===== config.mk =====
export PLATFORM = sky130hd
export DESIGN_NAME = timer_counter
export DESIGN_NICKNAME = d
export VERILOG_FILES = /design/src/rtl/timer_counter.sv
export SDC_FILE = /design/constraint.sdc
export NUM_CORES = 1
export LEC_CHECK = 0
export CAP_MARGIN = 20
export CORE_ASPECT_RATIO = 0.75
export CORE_MARGIN = 2
export CORE_UTILIZATION = 30
export DETAILED_ROUTE_END_ITERATION = 12
export PLACE_DENSITY = 0.59
export SLEW_MARGIN = 20
export SYNTH_ARGS = -nofsm -noshare
export SYNTH_HDL_FRONTEND = slang
export SYNTH_SLANG_ARGS = --single-unit
export TNS_END_PERCENT = 50

===== constraint.sdc =====
create_clock -name clk -period 3 [get_ports clk]
set_input_delay 0.45 -clock clk [delete_from_list [all_inputs] [get_ports clk]]
set_output_delay 0.45 -clock clk [all_outputs]
set_load 0.02 [all_outputs]

===== src/rtl/timer_counter.sv =====
// timer_counter: memory-mapped 32-bit countdown timer with one-shot and
// auto-reload modes. Registers: CTRL (addr[3:2]=0), PRESET (1), COUNT (2).
// Bus contract: single-cycle writes qualified by we (already decoded by the
// bridge) merged per byte through byteen; reads are combinational on addr
// with no handshake and no latency.
module timer_counter (
  input  logic        clk,
  input  logic        reset,
  input  logic        we,
  input  logic [31:0] addr,
  input  logic [31:0] wdata,
  input  logic [3:0]  byteen,
  output logic [31:0] rdata,
  output logic        irq,
  output logic [1:0]  state_dbg_o
);

  typedef enum logic [1:0] {
    ST_IDLE = 2'd0,
    ST_LOAD = 2'd1,
    ST_CNT  = 2'd2,
    ST_INT  = 2'd3
  } state_e;

  localparam logic [1:0] SEL_CTRL   = 2'd0;
  localparam logic [1:0] SEL_PRESET = 2'd1;
  localparam logic [1:0] SEL_COUNT  = 2'd2;

  state_e      state_q, state_d;
  logic [3:0]  ctrl_q, ctrl_d;
  logic [31:0] preset_q, preset_d;
  logic [31:0] count_q, count_d;
  logic        irq_flag_q, irq_flag_d;

  logic        en;
  logic        auto_reload;
  logic [1:0]  sel;

  assign en          = ctrl_q[0];
  assign auto_reload = (ctrl_q[2:1] == 2'b01);
  assign sel         = addr[3:2];

  // Only addr[3:2] is decoded; the remaining address bits are intentionally ignored.
  logic unused_addr_bits;
  assign unused_addr_bits = ^{addr[31:4], addr[1:0]};

  // State and register storage; reset aborts any count in flight.
  always_ff @(posedge clk or negedge reset) begin
    if (!reset) begin
      state_q    <= ST_IDLE;
      ctrl_q     <= 4'd0;
      preset_q   <= 32'd0;
      count_q    <= 32'd0;
      irq_flag_q <= 1'b0;
    end else begin
      state_q    <= state_d;
      ctrl_q     <= ctrl_d;
      preset_q   <= preset_d;
      count_q    <= count_d;
      irq_flag_q <= irq_flag_d;
    end
  end

  // Next-state logic: FSM updates first, then CPU writes override CTRL so a
  // software write in the INT cycle beats the hardware EN clear.
  always_comb begin
    state_d    = state_q;
    ctrl_d     = ctrl_q;
    preset_d   = preset_q;
    count_d    = count_q;
    irq_flag_d = irq_flag_q;

    case (state_q)
      ST_IDLE: begin
        if (en) begin
          irq_flag_d = 1'b0;
          state_d    = ST_LOAD;
        end
      end
      ST_LOAD: begin
        count_d = preset_q;
        state_d = ST_CNT;
      end
      ST_CNT: begin
        if (!en) begin
          state_d = ST_IDLE;
        end else if (count_q > 32'd1) begin
          count_d = count_q - 32'd1;
        end else begin
          count_d    = 32'd0;
          irq_flag_d = 1'b1;
          state_d    = ST_INT;
        end
      end
      ST_INT: begin
        if (auto_reload) begin
          irq_flag_d = 1'b0;
        end else begin
          ctrl_d[0] = 1'b0;
        end
        state_d = ST_IDLE;
      end
      default: state_d = ST_IDLE;
    endcase

    if (we) begin
      if (sel == SEL_CTRL && byteen[0]) begin
        ctrl_d = wdata[3:0];
      end
      if (sel == SEL_PRESET) begin
        for (int i = 0; i < 4; i++) begin
          if (byteen[i]) begin
            preset_d[8*i +: 8] = wdata[8*i +: 8];
          end
        end
      end
    end
  end

  // Combinational read mux; COUNT is read-only and the reserved slot reads 0.
  always_comb begin
    rdata = 32'd0;
    case (sel)
      SEL_CTRL:   rdata = {28'd0, ctrl_q};
      SEL_PRESET: rdata = preset_q;
      SEL_COUNT:  rdata = count_q;
      default:    rdata = 32'd0;
    endcase
  end

  assign irq         = ctrl_q[3] & irq_flag_q;
  assign state_dbg_o = state_q;

endmodule


# After elaboration in Yosys (flattened, before gate mapping)
# Cells that the tools add are included.
# word_totals
ff_bits,71
wordCells,53
out_inout_bits,35
# op_classes
n_eq_ne,11
n_mux,17
order_cmp,1
n_addsub,1
n_bitwise,1
reduce_logical,13
# op_table
op,count
case mux 32 bit (3 select lines),1
2-to-1 mux 32 bit,2
case mux 32 bit (2 select lines),1
greater-than comparator 32 x 1 -> 1 bit (second input constant),1
subtractor 32 x 1 -> 32 bit (second input constant),1
AND reduction 3 bit,4
2-to-1 mux 1 bit,8
!= test 2 bit (second input constant),4
case mux 2 bit (4 select lines),1
== test 2 x 1 -> 1 bit (second input constant),3
== test 2 bit (second input constant),3
2-to-1 mux 2 bit,3
AND reduction 2 bit,3
AND reduction 5 bit,1
logical NOT 2 bit,2
!= test 3 bit (second input constant),1
case mux 1 bit (3 select lines),1
nonzero test 3 bit,1
nonzero test 2 bit,1
bitwise AND 1 bit,1
logical AND 1 bit,1

# Longest topological paths before layout
# logic_depth
word_depth,5
mapped_depth,10

# Worst setup path after synthesis
# Ideal clock, no wire load.
# synth_path
path_kind,reg2reg
from,register count_q[0]
to,register count_q[24]
path_stages_with_launch,8
path_slack_ns,0.712
required_time_ns,2.913
t_arrival_ns,2.201
synth_period_minus_slack_ns,2.288
cell_sequence,dfrtp_1 > inv_1 > ha_1 > nor3b_1 > and3_1 > nand3_1 > or4b_1 > o211ai_1
# synth_between
elab_chain_cells,4
elab_cells_between_ends,5
classes_between,add/sub: 1; order compare: 1; mux: 3
# synth_lines
element,line,source
from (decl),32,"logic [31:0] count_q, count_d;"
from (signal assigned),59,count_q <= count_d;
subtractor 32 x 1 -> 32 bit / greater-than comparator 32 x 1 -> 1 bit (equally long branches),"88, 87",
2-to-1 mux 32 bit *,87,end else if (count_q > 32'd1) begin
2-to-1 mux 32 bit *,85,if (!en) begin
case mux 32 bit (2 select lines) *,73,case (state_q)
# Mark *: on every way between the ends. The rest lies on a longest branch, timed or not. The select of a mux whose other input is x is not followed.
# A chain may end at the register's enable or synchronous reset.

# Worst setup path after layout
# layout_path
from,input addr[2]
to,output rdata[5]
# layout_between
elab_chain_cells,2
elab_cells_between_ends,4
classes_between,eq/ne: 2; mux: 1; reduce/logical: 1
# layout_lines
element,line,source
from (decl),10,"input logic [31:0] addr,"
"== test 2 bit, or another cell as far along",123,case (sel)
case mux 32 bit (3 select lines) *,123,
to (decl),13,"output logic [31:0] rdata,"
# Mark *: on every way between the ends. The rest lies on a longest branch, timed or not.

==> out/qor.txt <==
DP Area: 5120 um^2
Min Clock Period, post-route: 2.76 ns
Clk slew on worst S/H paths: 0.05 ns
Io pins: 106
Sequential fraction of the synthesis area: 0.432
Dpl hpwl: 8310 um
Worst Hold Class: input port to asynchronous set/reset pin
Die H: 105 um
Clk_skew: 0.00389 ns
Fin crit share: 0.921
Worst Path Arrival: 2.31 ns
Leak: 2.12 nW
CTS Sinks: 71
Share of cells above drive strength 1: 0.155
Final setup viols: 0
Crit path kind: input port to output port
Max cap viols: 0
Chip width: 139 um
Final Hold Fails: 0
Worst-case clock buffer depth: 2
CP peak stage delay: 0.61 ns
Pre-antenna DRT Iters: 4
Critical Path Sink Type: output port
Actual slew at the worst max-slew pin: 0.701 ns
Fmax: 362 MHz
Core Util, Final: 0.395
Hold Buf Count CTS: 0
VDD IR-drop max: 0.370 mV
Post-CTS Setup Inserts: 0
Row count: 37
Post-CTS Resized: 0
Fillers: 1,319
Status: finished, final reports clean
Initial Util: 0.303
Slew margin rel.: 0.529
Yosys reg bits: 71
PD cells: 894 nW/um^2
Root buf cell: clkbuf_16
Worst Setup Slack, final: 0.237 ns
Number of global-route vias before repair: 3,735
Pre-CTS setup slack: 0.230 ns
GPL Wtd Cong: 0.815
Synth Area per Inst: 9.99 um^2
Area growth syn-to-layout: 30.1%
Diodes inserted: 0
Core region area: 13,600 um^2
Layout net count: 562
CTS tree: yes
Synth Net Count: 490
Post-synth top flop: dfrtp_1
DRC: 0
Crit Path Max Fanout: 36
CTS H-tree depth: 3
EDFF count, synth: 0
IO buf count: 75
First-pass GRT wire length: 19,400 um
Via-per-instance ratio: 5.53
CP cell instances: clkdlybuf4s50_1 > nor2b_2 > buf_12 > a22o_1 > clkdlybuf4s50_1
Initial antenna violation count: 0
Post-synthesis cell count: 412
ANT nets after route: 0
Die ar.: 14,700 um^2
Synth unique cells: 55
Drt total wl: 11,600 um
Worst skew pair latency: 0.33 ns
Overflow after GRT: 0
Startpoint Class: input port
Critical path's most frequent cell: clkdlybuf4s50_1
YS warnings: 0
Final instance area: 5350 um^2
Synth async-reset ratio: 1.00
Slowest CP cell: clkdlybuf4s50_1
Largest net degree at the start of global routing: 37
WL/cell: 17.6 um
Initial DRC count: 301
CTS Buf Count: 9
Setup TNS Final: 0 ns
Via Count: 3,640
Mapped Area: 4120 um^2
GRT Overall Usage: 0.163
Final Max Slew Viols: 0
RSZ-0062 raised after global routing: no
WP data required: 2.55 ns
==> power by group <==
part           switching [mW]  leakage, nW  internal (mW)
Clock                   0.354        0.112          0.531
Sequential              0.444        0.863           1.31
Combinational            1.13         1.15           1.02
==> cells in the final DEF, fill, tap and decap left out, drive strengths merged, types with 2 or more instances in the layout <==
| cell | count |
|---|---|
| clkdlybuf4s50 | 74 |
| dfrtp | 71 |
| mux2 | 34 |
| a22o | 31 |
| nand2 | 28 |
| nand3 | 26 |
| buf | 21 |
| a22oi | 17 |
| a31oi | 13 |
| o21ai | 13 |
| o211ai | 12 |
| nor2 | 12 |
| inv | 11 |
| nor3 | 11 |
| clkbuf | 10 |
| mux2i | 7 |
| o31ai | 7 |
| ha | 7 |
| nor4 | 7 |
| nand4 | 6 |
| a21oi | 6 |
| or4 | 6 |
| or3 | 5 |
| nand3b | 5 |
| o221ai | 4 |
| nor2b | 4 |
| and2 | 3 |
| or4b | 3 |
| a221oi | 3 |
| and3 | 2 |
| or2 | 2 |
| o2111ai | 2 |
| nand4b | 2 |
| nand2b | 2 |
| o22ai | 2 |
==> cell type report <==
type	instances	area [um^2]	share of cell area
tap	175	219	0.0409
multi-input combinational	296	2170	0.405
sequential	71	1780	0.332
timing repair buffer	95	921	0.172
inverter	11	41.3	0.00771
clock buffer	10	229	0.0428
==> sequential cells by signal, indices dropped and copies added, names as in the netlist <==
name         cells
count_q         32
preset_q        32
ctrl_q           4
state_dbg_o      2
irq_flag_q       1
==> critical path, delay by kind of cell <==
kind	cells	cell delay, ns
compound gates	1	0.19
buf+inv	3	1.43
simple gates	1	0.24
==> worst paths after layout <==
path,cells after the start,slack [ns],end,startpoint
worst min register to register,1,0.50,irq_flag_q$_DFFE_PN0P_,irq_flag_q$_DFFE_PN0P_
max in group asynchronous,2,2.22,preset_q[12]$_DFFE_PN0P_,reset
min in group clk,1,0.50,irq_flag_q$_DFFE_PN0P_,irq_flag_q$_DFFE_PN0P_
worst max-delay path,5,0.24,rdata[5],addr[2]
worst min-delay path,1,0.0006,preset_q[16]$_DFFE_PN0P_,reset
worst max register to register,6,0.43,count_q[5]$_DFFE_PN0P_,count_q[17]$_DFFE_PN0P_
==> kinds of logic after synthesis <==
group                    share of synthesized area
flip-flops                                   0.432
adder cells (fa/ha/maj)                     0.0213
XOR/XNOR                                   0.00213
AND/OR/NAND/NOR                              0.172
AO/OA/AOI/OAI                                0.218
multiplexers                                 0.110
buffers and inverters                       0.0444
==> metal layers <==
metal  track usage  vias up  share of wire
li1              -     1741              -
met1         0.239     1778           0.50
met2         0.239      110           0.44
met3        0.0363       11          0.054
met4        0.0491        0          0.011
met5             0        -              0
==> per-stage QoR <==
step | hold WS, ns | instances | total power [mW]
final | 0.000574 | 658 | 4.79
after global routing | 0.0174 | 658 | 5.15
after CTS | 0.000929 | 658 | 4.81
after detailed placement | 0.350 | 648 | 3.90
after global placement | 0.345 | 648 | 3.84
after floorplan | 0.154 | 412 | 3.12
==> cells in the mapped netlist (all sizes together), types with 2 or more instances <==
master / instances / area, um^2
inv: 11 / 41.3
and3: 2 / 12.5
nor3: 11 / 65.1
a31oi: 13 / 81.3
nand3: 26 / 130
mux2i: 7 / 70.1
clkbuf: 29 / 109
o22ai: 2 / 12.5
nand2b: 2 / 12.5
o21ai: 13 / 65.1
a22o: 31 / 272
nand4: 6 / 37.5
o2111ai: 2 / 17.5
o31ai: 7 / 52.6
or2: 2 / 12.5
nor2b: 4 / 25.0
a21oi: 6 / 30.0
nand2: 28 / 105
nor2: 12 / 45.0
ha: 7 / 87.6
mux2: 34 / 383
dfrtp: 71 / 1780
a22oi: 17 / 128
o221ai: 4 / 35.0
nand3b: 5 / 37.5
nor4: 7 / 56.3
o211ai: 12 / 90.1
a221oi: 3 / 26.3
or4b: 3 / 30.0
nand4b: 2 / 17.5
or3: 5 / 31.3
and2: 3 / 18.8
buf: 5 / 32.5
or4: 6 / 48.8
(Power assumes the default switching activity.)
